<file path="src/rtl/mips_div_pkg.sv">
// Shared types, constants and arithmetic helpers for the EX-stage divider.
package mips_div_pkg;

    localparam int unsigned DIV_W     = 32;
    localparam int unsigned DIV_CNT_W = 5;

    typedef enum logic [1:0] {
        DivFree   = 2'b00,
        DivByZero = 2'b01,
        DivOn     = 2'b10,
        DivEnd    = 2'b11
    } div_state_t;

    localparam logic DivStart          = 1'b1;
    localparam logic DivStop           = 1'b0;
    localparam logic DivResultReady    = 1'b1;
    localparam logic DivResultNotReady = 1'b0;

    function automatic logic [DIV_W-1:0] div_neg(input logic [DIV_W-1:0] x);
        return (~x) + DIV_W'(1);
    endfunction

    // Magnitude of a two's-complement value; 0x80000000 wraps to itself.
    function automatic logic [DIV_W-1:0] div_abs(input logic [DIV_W-1:0] x, input logic is_signed);
        return (is_signed && x[DIV_W-1]) ? div_neg(x) : x;
    endfunction

endpackage

</file>
<file path="src/rtl/mips_div_if.sv">
// EX-stage divide handshake: EX is the master, the divider the slave.
interface mips_div_if;
    import mips_div_pkg::*;

    logic               signed_div_i;
    logic [DIV_W-1:0]   opdata1_i;
    logic [DIV_W-1:0]   opdata2_i;
    logic               start_i;
    logic               annul_i;
    logic [2*DIV_W-1:0] result_o;
    logic               ready_o;

    modport master (
        output signed_div_i, opdata1_i, opdata2_i, start_i, annul_i,
        input  result_o, ready_o
    );

    modport slave (
        input  signed_div_i, opdata1_i, opdata2_i, start_i, annul_i,
        output result_o, ready_o
    );

endinterface

</file>
<file path="src/rtl/mips_div.sv">
// Multi-cycle restoring radix-2 divider for DIV/DIVU, one quotient bit per cycle.
module mips_div
    import mips_div_pkg::*;
#(
    parameter int unsigned DATA_WIDTH      = DIV_W,
    parameter int unsigned DATA_WIDTH_LOG2 = DIV_CNT_W
) (
    input  logic       clk,
    input  logic       rst,
    mips_div_if.slave  div_bus
);

    div_state_t                  state_q, state_d;
    logic [DATA_WIDTH_LOG2-1:0]  cnt_q, cnt_d;
    logic [DATA_WIDTH-1:0]       rem_q, rem_d;
    logic [DATA_WIDTH-1:0]       shift_q, shift_d;
    logic [DATA_WIDTH-1:0]       divisor_q, divisor_d;
    logic                        signed_q, signed_d;
    logic                        neg1_q, neg1_d;
    logic                        neg2_q, neg2_d;
    logic [2*DATA_WIDTH-1:0]     result_q, result_d;
    logic                        ready_q, ready_d;

    logic [DATA_WIDTH:0]         diff;
    logic [DATA_WIDTH-1:0]       rem_step, shift_step;
    logic [DATA_WIDTH-1:0]       quot_fix, rem_fix;

    // One restoring step; a borrow out of the 33-bit subtract means "keep the old remainder".
    always_comb begin
        diff = {rem_q, shift_q[DATA_WIDTH-1]} - {1'b0, divisor_q};
        if (!diff[DATA_WIDTH]) begin
            rem_step   = diff[DATA_WIDTH-1:0];
            shift_step = {shift_q[DATA_WIDTH-2:0], 1'b1};
        end else begin
            rem_step   = {rem_q[DATA_WIDTH-2:0], shift_q[DATA_WIDTH-1]};
            shift_step = {shift_q[DATA_WIDTH-2:0], 1'b0};
        end
        quot_fix = (signed_q && (neg1_q ^ neg2_q)) ? div_neg(shift_step) : shift_step;
        rem_fix  = (signed_q && neg1_q) ? div_neg(rem_step) : rem_step;
    end

    always_comb begin
        state_d   = state_q;
        cnt_d     = cnt_q;
        rem_d     = rem_q;
        shift_d   = shift_q;
        divisor_d = divisor_q;
        signed_d  = signed_q;
        neg1_d    = neg1_q;
        neg2_d    = neg2_q;
        result_d  = result_q;
        ready_d   = DivResultNotReady;

        case (state_q)
            DivFree: begin
                if (div_bus.start_i == DivStart && !div_bus.annul_i) begin
                    if (div_bus.opdata2_i == '0) begin
                        state_d = DivByZero;
                    end else begin
                        state_d   = DivOn;
                        signed_d  = div_bus.signed_div_i;
                        neg1_d    = div_bus.opdata1_i[DATA_WIDTH-1];
                        neg2_d    = div_bus.opdata2_i[DATA_WIDTH-1];
                        rem_d     = '0;
                        shift_d   = div_abs(div_bus.opdata1_i, div_bus.signed_div_i);
                        divisor_d = div_abs(div_bus.opdata2_i, div_bus.signed_div_i);
                        cnt_d     = '0;
                    end
                end
            end
            DivByZero: begin
                if (div_bus.annul_i) begin
                    state_d = DivFree;
                end else begin
                    state_d  = DivEnd;
                    result_d = '0;
                end
            end
            DivOn: begin
                if (div_bus.annul_i) begin
                    state_d = DivFree;
                    cnt_d   = '0;
                end else begin
                    rem_d   = rem_step;
                    shift_d = shift_step;
                    cnt_d   = cnt_q + DATA_WIDTH_LOG2'(1);
                    if (cnt_q == '1) begin
                        state_d  = DivEnd;
                        result_d = {rem_fix, quot_fix};
                    end
                end
            end
            DivEnd: begin
                if (div_bus.start_i == DivStop) begin
                    state_d  = DivFree;
                    result_d = '0;
                    ready_d  = DivResultNotReady;
                end else begin
                    ready_d  = DivResultReady;
                end
            end
            default: state_d = DivFree;
        endcase
    end

    always_ff @(posedge clk) begin
        if (rst) begin
            state_q   <= DivFree;
            cnt_q     <= '0;
            rem_q     <= '0;
            shift_q   <= '0;
            divisor_q <= '0;
            signed_q  <= 1'b0;
            neg1_q    <= 1'b0;
            neg2_q    <= 1'b0;
            result_q  <= '0;
            ready_q   <= DivResultNotReady;
        end else begin
            state_q   <= state_d;
            cnt_q     <= cnt_d;
            rem_q     <= rem_d;
            shift_q   <= shift_d;
            divisor_q <= divisor_d;
            signed_q  <= signed_d;
            neg1_q    <= neg1_d;
            neg2_q    <= neg2_d;
            result_q  <= result_d;
            ready_q   <= ready_d;
        end
    end

    assign div_bus.result_o = result_q;
    assign div_bus.ready_o  = ready_q;

endmodule

</file>
<file path="src/flat_wrapper.sv">
// flat-port wrapper written by rule: the top's interface ports become plain ports
module mips_div_flat import mips_div_pkg::*;
#(
    parameter int unsigned DATA_WIDTH      = DIV_W,
    parameter int unsigned DATA_WIDTH_LOG2 = DIV_CNT_W
)
  (clk, rst, div_bus_signed_div_i, div_bus_opdata1_i, div_bus_opdata2_i, div_bus_start_i, div_bus_annul_i, div_bus_result_o, div_bus_ready_o);
  mips_div_if div_bus_i ();
  input  logic clk;
  input  logic rst;
  input wire logic [$bits(div_bus_i.signed_div_i)-1:0] div_bus_signed_div_i;
  input wire logic [$bits(div_bus_i.opdata1_i)-1:0] div_bus_opdata1_i;
  input wire logic [$bits(div_bus_i.opdata2_i)-1:0] div_bus_opdata2_i;
  input wire logic [$bits(div_bus_i.start_i)-1:0] div_bus_start_i;
  input wire logic [$bits(div_bus_i.annul_i)-1:0] div_bus_annul_i;
  output wire logic [$bits(div_bus_i.result_o)-1:0] div_bus_result_o;
  output wire logic [$bits(div_bus_i.ready_o)-1:0] div_bus_ready_o;
  assign div_bus_i.signed_div_i = div_bus_signed_div_i;
  assign div_bus_i.opdata1_i = div_bus_opdata1_i;
  assign div_bus_i.opdata2_i = div_bus_opdata2_i;
  assign div_bus_i.start_i = div_bus_start_i;
  assign div_bus_i.annul_i = div_bus_annul_i;
  assign div_bus_result_o = div_bus_i.result_o;
  assign div_bus_ready_o = div_bus_i.ready_o;
  mips_div #(.DATA_WIDTH(DATA_WIDTH), .DATA_WIDTH_LOG2(DATA_WIDTH_LOG2)) u_core (.clk(clk), .rst(rst), .div_bus(div_bus_i));
endmodule
</file>
<file path="config.mk">
export PLATFORM = sky130hd
export DESIGN_NAME = mips_div_flat
export DESIGN_NICKNAME = d
export VERILOG_FILES = /design/src/rtl/mips_div_pkg.sv /design/src/rtl/mips_div_if.sv /design/src/rtl/mips_div.sv /design/src/flat_wrapper.sv
export SDC_FILE = /design/constraint.sdc
export NUM_CORES = 1
export LEC_CHECK = 0
export CORE_ASPECT_RATIO = 1.2
export CORE_UTILIZATION = 45
export DETAILED_ROUTE_END_ITERATION = 7
export DONT_BUFFER_PORTS = 1
export SETUP_SLACK_MARGIN = 0.02
export SKIP_LAST_GASP = 1
export SYNTH_ARGS = -nofsm -noshare
export SYNTH_HDL_FRONTEND = slang
export SYNTH_SLANG_ARGS = --single-unit
</file>
<file path="constraint.sdc">
create_clock -name clk -period 12.04 [get_ports clk]
set_clock_uncertainty 0.05 [all_clocks]
set_input_delay 2.408 -clock clk [delete_from_list [all_inputs] [get_ports clk]]
set_output_delay 2.408 -clock clk [all_outputs]
set_load 0.02 [all_outputs]
</file>
==> flow_summary.toml, run 1 <==
[worst_setup_path]
crit_top_cell = "nand2_1"
crit_slowest_cell = "nand2_1"
critPathMaxFanout = 57
path_cells = "nor4_1 -> nand4b_1 -> nor4_2 -> nand2_1 -> or4_1 -> o41ai_1 -> or2_2 -> nand2_1 -> nand2_1 -> nor2_1 -> a21oi_1 -> nor2_1"
worstPathArrival_ns = 6.95
max_stage_delay_ns = 0.87
worst_setup_path_start_kind = "input pin"
path_class = "input pin to flip-flop"
cp-end-kind = "flip-flop"
cp.required_ns = 12.32

[place]
place_ws_ns = 4.99
gp_congestion = 0.948
portBuffers = 0
dp_hpwl_um = 26400

[hold_path]
hp-class = "flip-flop to flip-flop"

[drt]
drc = 0
wirelength_um = 35300
ant_nets = 0
via_per_inst = 5.90
wl_per_cell_um = 19.1
via_count = 10900
drtIter0Drc = 807
dr.pass1.iters = 5

[grt]
gr-total-overflow = 0
antenna_found_initial = 0
grt_max_degree = 143
grt_usage_pct = 27.2
first_global_vias = 10300
grt_pass1_wl_um = 55200

[final_layout]
seq_area_um2 = 3420
fin_nets = 1621
multi_input_area_um2 = 7540
fillCellCount = 2553
syn_to_final_growth_pct = 6.26
diodes = 0
layout-drive-gt1-share_pct = 4.08

[yosys]
synthTopCellsByArea = "dfxtp_1 (30%), a21oi_1 (7.0%), nor2_1 (6.7%)"
synth_fp_nets = 1675
synth_cell_type_count = 72
synth_area_um2 = 11500
postSynthCellCount = 1563
yosys.area.top_type = "dfxtp_1"
yosysTopAreaCellShare_pct = 29.7
ys.flop_type = "dfxtp_1"
seq_area_frac_synth_pct = 29.7
synth-seq-cells = 171
syn_avg_cell_area_um2 = 7.37
synth-edff-count = 0
yosysWarnings = 0
synth.most_common_cell = "nor2_1"
synthTopCellsByCount = "nor2_1 (205), nand2_1 (199), dfxtp_1 (171), a21oi_1 (162), o21ai_0 (101)"
async_reset_ff_share_pct = 0

[sta]
whs_ns = 0.398
period_minus_slack_ns = 6.67
finalWorstSetupSlack_ns = 5.37
worst_slew_pin_slew_ns = 1.13
setup_tns_ns = 0
finalCritPeriodShare_pct = 55.4
hold_viol = 0
slew_headroom_pct = 24.2
finalSetupViolCount = 0
fmax_mhz = 150
maxSlewViolCount = 0
rsz0062_at_grt = "false"

[floorplan]
coreArea_um2 = 24900
num_io_pins = 134
fp.dieW_um = 148
design.die.area_um2 = 26200
fp.dieH_um = 177
initial_core_util_pct = 46.2
rows = 63

[clock_network]
cts_root_buf = "clkbuf_16"
cts_buffer_depth = 2
clock_sink_count = 171
numCtsBuffers = 17
cts_setup_buffers = 0
cts_tree = "built"
cts_hold_buffers = 0
clkLatencyLatePin_ns = 0.45
clk_pin_slew_ns = 0.07
cts_resized = 0
htreeDepth = 4

[pwr]
p_leak_nw = 4.49
powerDensity_nw_per_um2 = 193
peakVddDrop_mv = 0.118
p_total_mw = 2.36

[status]
status = "finished clean"

[run]
maxCapViolations = 0
-- routing by layer --
layer | global-route usage, % | wire length [µm]
met5 | 0 | 0
met4 | 14.2 | 1550
met3 | 4.33 | 1380
met2 | 51.4 | 18800
met1 | 28.8 | 13600
-- path summary, 6_finish.rpt --
path | start | end | slack, ns | cells after the start
max reg2reg | u_core.shift_q[31]$_SDFFE_PP0P_ | u_core.div_bus.result_o[24]$_SDFFE_PP0P_ | 6.41 | 21
max | div_bus_opdata2_i[5] | u_core.rem_q[22]$_SDFFE_PP0P_ | 5.37 | 12
min | u_core.divisor_q[30]$_SDFFE_PP0P_ | u_core.divisor_q[30]$_SDFFE_PP0P_ | 0.40 | 2
min reg2reg | u_core.divisor_q[30]$_SDFFE_PP0P_ | u_core.divisor_q[30]$_SDFFE_PP0P_ | 0.40 | 2
-- critical path, delay by kind of cell --
family           cells  cell delay [ns]
AND/OR/NAND/NOR     10             3.77
AO/OA/AOI/OAI        2             0.72
-- layout make-up --
class / instances / share of cell area (%)
multi-input combinational: 1247 / 61.6
sequential: 171 / 28.0
clock buffer: 19 / 3.70
tap: 325 / 3.32
inverter: 62 / 1.90
clock inverter: 11 / 0.889
timing repair buffer: 10 / 0.613
-- registers in the layout, indices dropped and copies added, names as in the netlist, 2 cells and up --
register                 flops
u_core.state_q               2
u_core.divisor_q            32
u_core.div_bus.result_o     64
u_core.shift_q              32
u_core.cnt_q                 5
u_core.rem_q                32
-- logic make-up (layout without fill, tap and decap cells) --
| group | count (synthesis) | after routing | synth area share, % |
|---|---|---|---|
| AOI/OAI and AO/OA | 466 | 466 | 25.1 |
| muxes | 26 | 26 | 2.50 |
| and+or+nand+nor | 572 | 572 | 22.4 |
| xor gates and xnor gates | 140 | 140 | 10.6 |
| buffers and inverters | 145 | 102 | 4.94 |
| adders and majority gates | 43 | 43 | 4.74 |
| DFF | 171 | 171 | 29.7 |
-- layout by cell type (no fill, tap or decap), types with 5 or more instances in the layout --
cell       netlist  layout
o41ai_1          9       9
nor4_1          21      21
or3_1           15      15
o31ai_1         11      11
a21oi_1        162     161
nand2b_1        10      10
xor2_1          67      67
clkbuf_16        0      17
o211ai_1        19      19
nor3_1          29      29
and3_1          11      11
inv_1           61      61
a21o_1           9       8
nand2_1        199     199
and2_1          12      12
or4_1           10      10
nor2b_1          6       6
nand4_1          6       6
dfxtp_1        171     171
o21a_1           7       7
mux2i_1         22      22
buf_4            0      10
o21ai_0        101     101
inv_6            0       5
a31oi_1         19      18
o21bai_1         8       8
nor2_1         205     204
nand3_1         18      18
nor3b_1          8       8
ha_1            42      42
a211oi_1        35      35
a22oi_1         40      40
xnor2_1         73      73
-- power breakdown --
| group | internal [mW] | switching [mW] | total (mW) |
|---|---|---|---|
| clock | 0.296 | 0.244 | 0.540 |
| combinational | 0.365 | 0.748 | 1.11 |
| sequential | 0.628 | 0.0780 | 0.706 |
| total | 1.29 | 1.07 | 2.36 |
-- per-stage QoR --
stage / util [%] / std cells / cell area, µm²
final: 49.1 / 1845 / 12200
after global routing: 49.1 / 1845 / 12200
after detailed placement: 46.9 / 1815 / 11700
after CTS: 49.1 / 1845 / 12200
after floorplan: - / 1563 / 11500
after global placement: 46.9 / 1815 / 11700
No activity file was read; power rests on OpenSTA's default activity.
==> inputs of run 2 (changes only) <==
- clock period: 12.04 -> 5.95 ns (I/O delays scaled with it)
==> flow_summary.toml, run 2 (synthesis gave the netlist of run 1 again) <==
[drt]
wl_per_cell_um = 19.4
drtIter0Drc = 744
ant_nets = 0
via_count = 11000
drc = 0
via_per_inst = 5.91
dr.pass1.iters = 5
wirelength_um = 36000

[sta]
hold_viol = 0
rsz0062_at_grt = "false"
finalWorstSetupSlack_ns = 0.842
whs_ns = 0.400
period_minus_slack_ns = 5.11
finalCritPeriodShare_pct = 85.8
fmax_mhz = 196
setup_tns_ns = 0
slew_headroom_pct = 37.3
maxSlewViolCount = 0
worst_slew_pin_slew_ns = 0.940
finalSetupViolCount = 0

[pwr]
p_leak_nw = 4.56
powerDensity_nw_per_um2 = 399
peakVddDrop_mv = 0.274
p_total_mw = 4.95

[worst_setup_path]
path_cells = "inv_1 -> ha_1 -> inv_1 -> fa_1 -> a211oi_1 -> o211a_1 -> or4_4 -> a2111o_1 -> a31oi_2 -> or2_4 -> buf_4 -> inv_2 -> or4_4 -> a2bb2oi_1 -> nor3_1 -> o211ai_1 -> xnor2_1 -> o21ai_0"
critPathMaxFanout = 48
cp-end-kind = "flip-flop"
max_stage_delay_ns = 0.58
worstPathArrival_ns = 5.35
cp.required_ns = 6.19
path_class = "flip-flop to flip-flop"
crit_slowest_cell = "or4_4"
reg2reg_slack_ns = 0.84
worst_setup_path_start_kind = "flip-flop"

[grt]
first_global_vias = 10700
antenna_found_initial = 0
grt_max_degree = 143
gr-total-overflow = 0
grt_usage_pct = 28.1
grt_pass1_wl_um = 57200

[place]
portBuffers = 0
gp_congestion = 0.982
dp_hpwl_um = 27400
place_inst = 1824
place_ws_ns = 0.860
placed_area_um2 = 11800

[floorplan]
num_io_pins = 134
design.die.area_um2 = 26200
initial_core_util_pct = 46.2
fp.dieW_um = 148
rows = 63
fp.dieH_um = 177
coreArea_um2 = 24900

[final_layout]
seq_area_um2 = 3420
layout_commonest_cell = "nor2_1"
syn_to_final_growth_pct = 7.72
finalInstanceArea_um2 = 12400
post-route-util_pct = 49.8
fillCellCount = 2585
final_cells = 1856
largest_reg_flops = 64
multi_input_area_um2 = 7540
diodes = 0
final_cell_mix = "nor2_1 (204), nand2_1 (199), dfxtp_1 (171), a21oi_1 (161), o21ai_0 (101)"
layout-drive-gt1-share_pct = 4.77
fin_nets = 1630

[clock_network]
clock_sink_count = 171
cts_setup_buffers = 0
cts_root_buf = "clkbuf_16"
cts_tree = "built"
cts_buffer_depth = 2
numCtsBuffers = 17
cts_hold_buffers = 0
clkLatencyLatePin_ns = 0.44
htreeDepth = 4
cts_resized = 0
clk_pin_slew_ns = 0.08

[hold_path]
hp-class = "flip-flop to flip-flop"

[status]
status = "finished clean"

[run]
maxCapViolations = 0
run 2: cell count changes in the layout (fill, tap and decap cells not counted), sizes merged:
cell    delta
buf        +9
clkinv     +3
clkbuf     -2
bufinv     +1
run 2: layer usage:
layer	GRT usage, %	vias up	routed length [µm]
li1	-	5449	-
met1	29.3	5167	13500
met2	53.9	280	19500
met3	4.05	82	1380
met4	14.4	0	1630
met5	0	-	0
run 2: worst paths after layout:
kind                                                        start                                        to  cells past startpoint
worst max-delay path              u_core.shift_q[31]$_SDFFE_PP0P_  u_core.div_bus.result_o[57]$_SDFFE_PP0P_                     18
worst max register to register    u_core.shift_q[31]$_SDFFE_PP0P_  u_core.div_bus.result_o[57]$_SDFFE_PP0P_                     18
worst min-delay path            u_core.divisor_q[30]$_SDFFE_PP0P_         u_core.divisor_q[30]$_SDFFE_PP0P_                      2
worst min register to register  u_core.divisor_q[30]$_SDFFE_PP0P_         u_core.divisor_q[30]$_SDFFE_PP0P_                      2
run 2: cell type report:
cell class	count	area share (%)
Tap cell	325	3.28
Clock buffer	17	3.43
Multi-Input combinational cell	1247	60.8
Inverter	62	1.88
Clock inverter	15	1.82
Timing Repair Buffer	19	1.25
Sequential cell	171	27.6
run 2: worst max-delay path: cells and delay by family, from the launching register on:
| family | cells | cell delay, ns |
|---|---|---|
| XOR/XNOR | 1 | 0.16 |
| adder cells (fa/ha/maj) | 2 | 0.45 |
| buffers and inverters | 4 | 0.91 |
| AND/OR/NAND/NOR | 4 | 1.61 |
| AO/OA/AOI/OAI | 7 | 1.42 |
| flip-flops | 1 | 0.34 |
run 2: power breakdown:
group	switching, mW	internal, mW	leakage [nW]
clock network	0.571	0.652	0.311
registers	0.156	1.27	1.39
logic	1.53	0.771	2.87
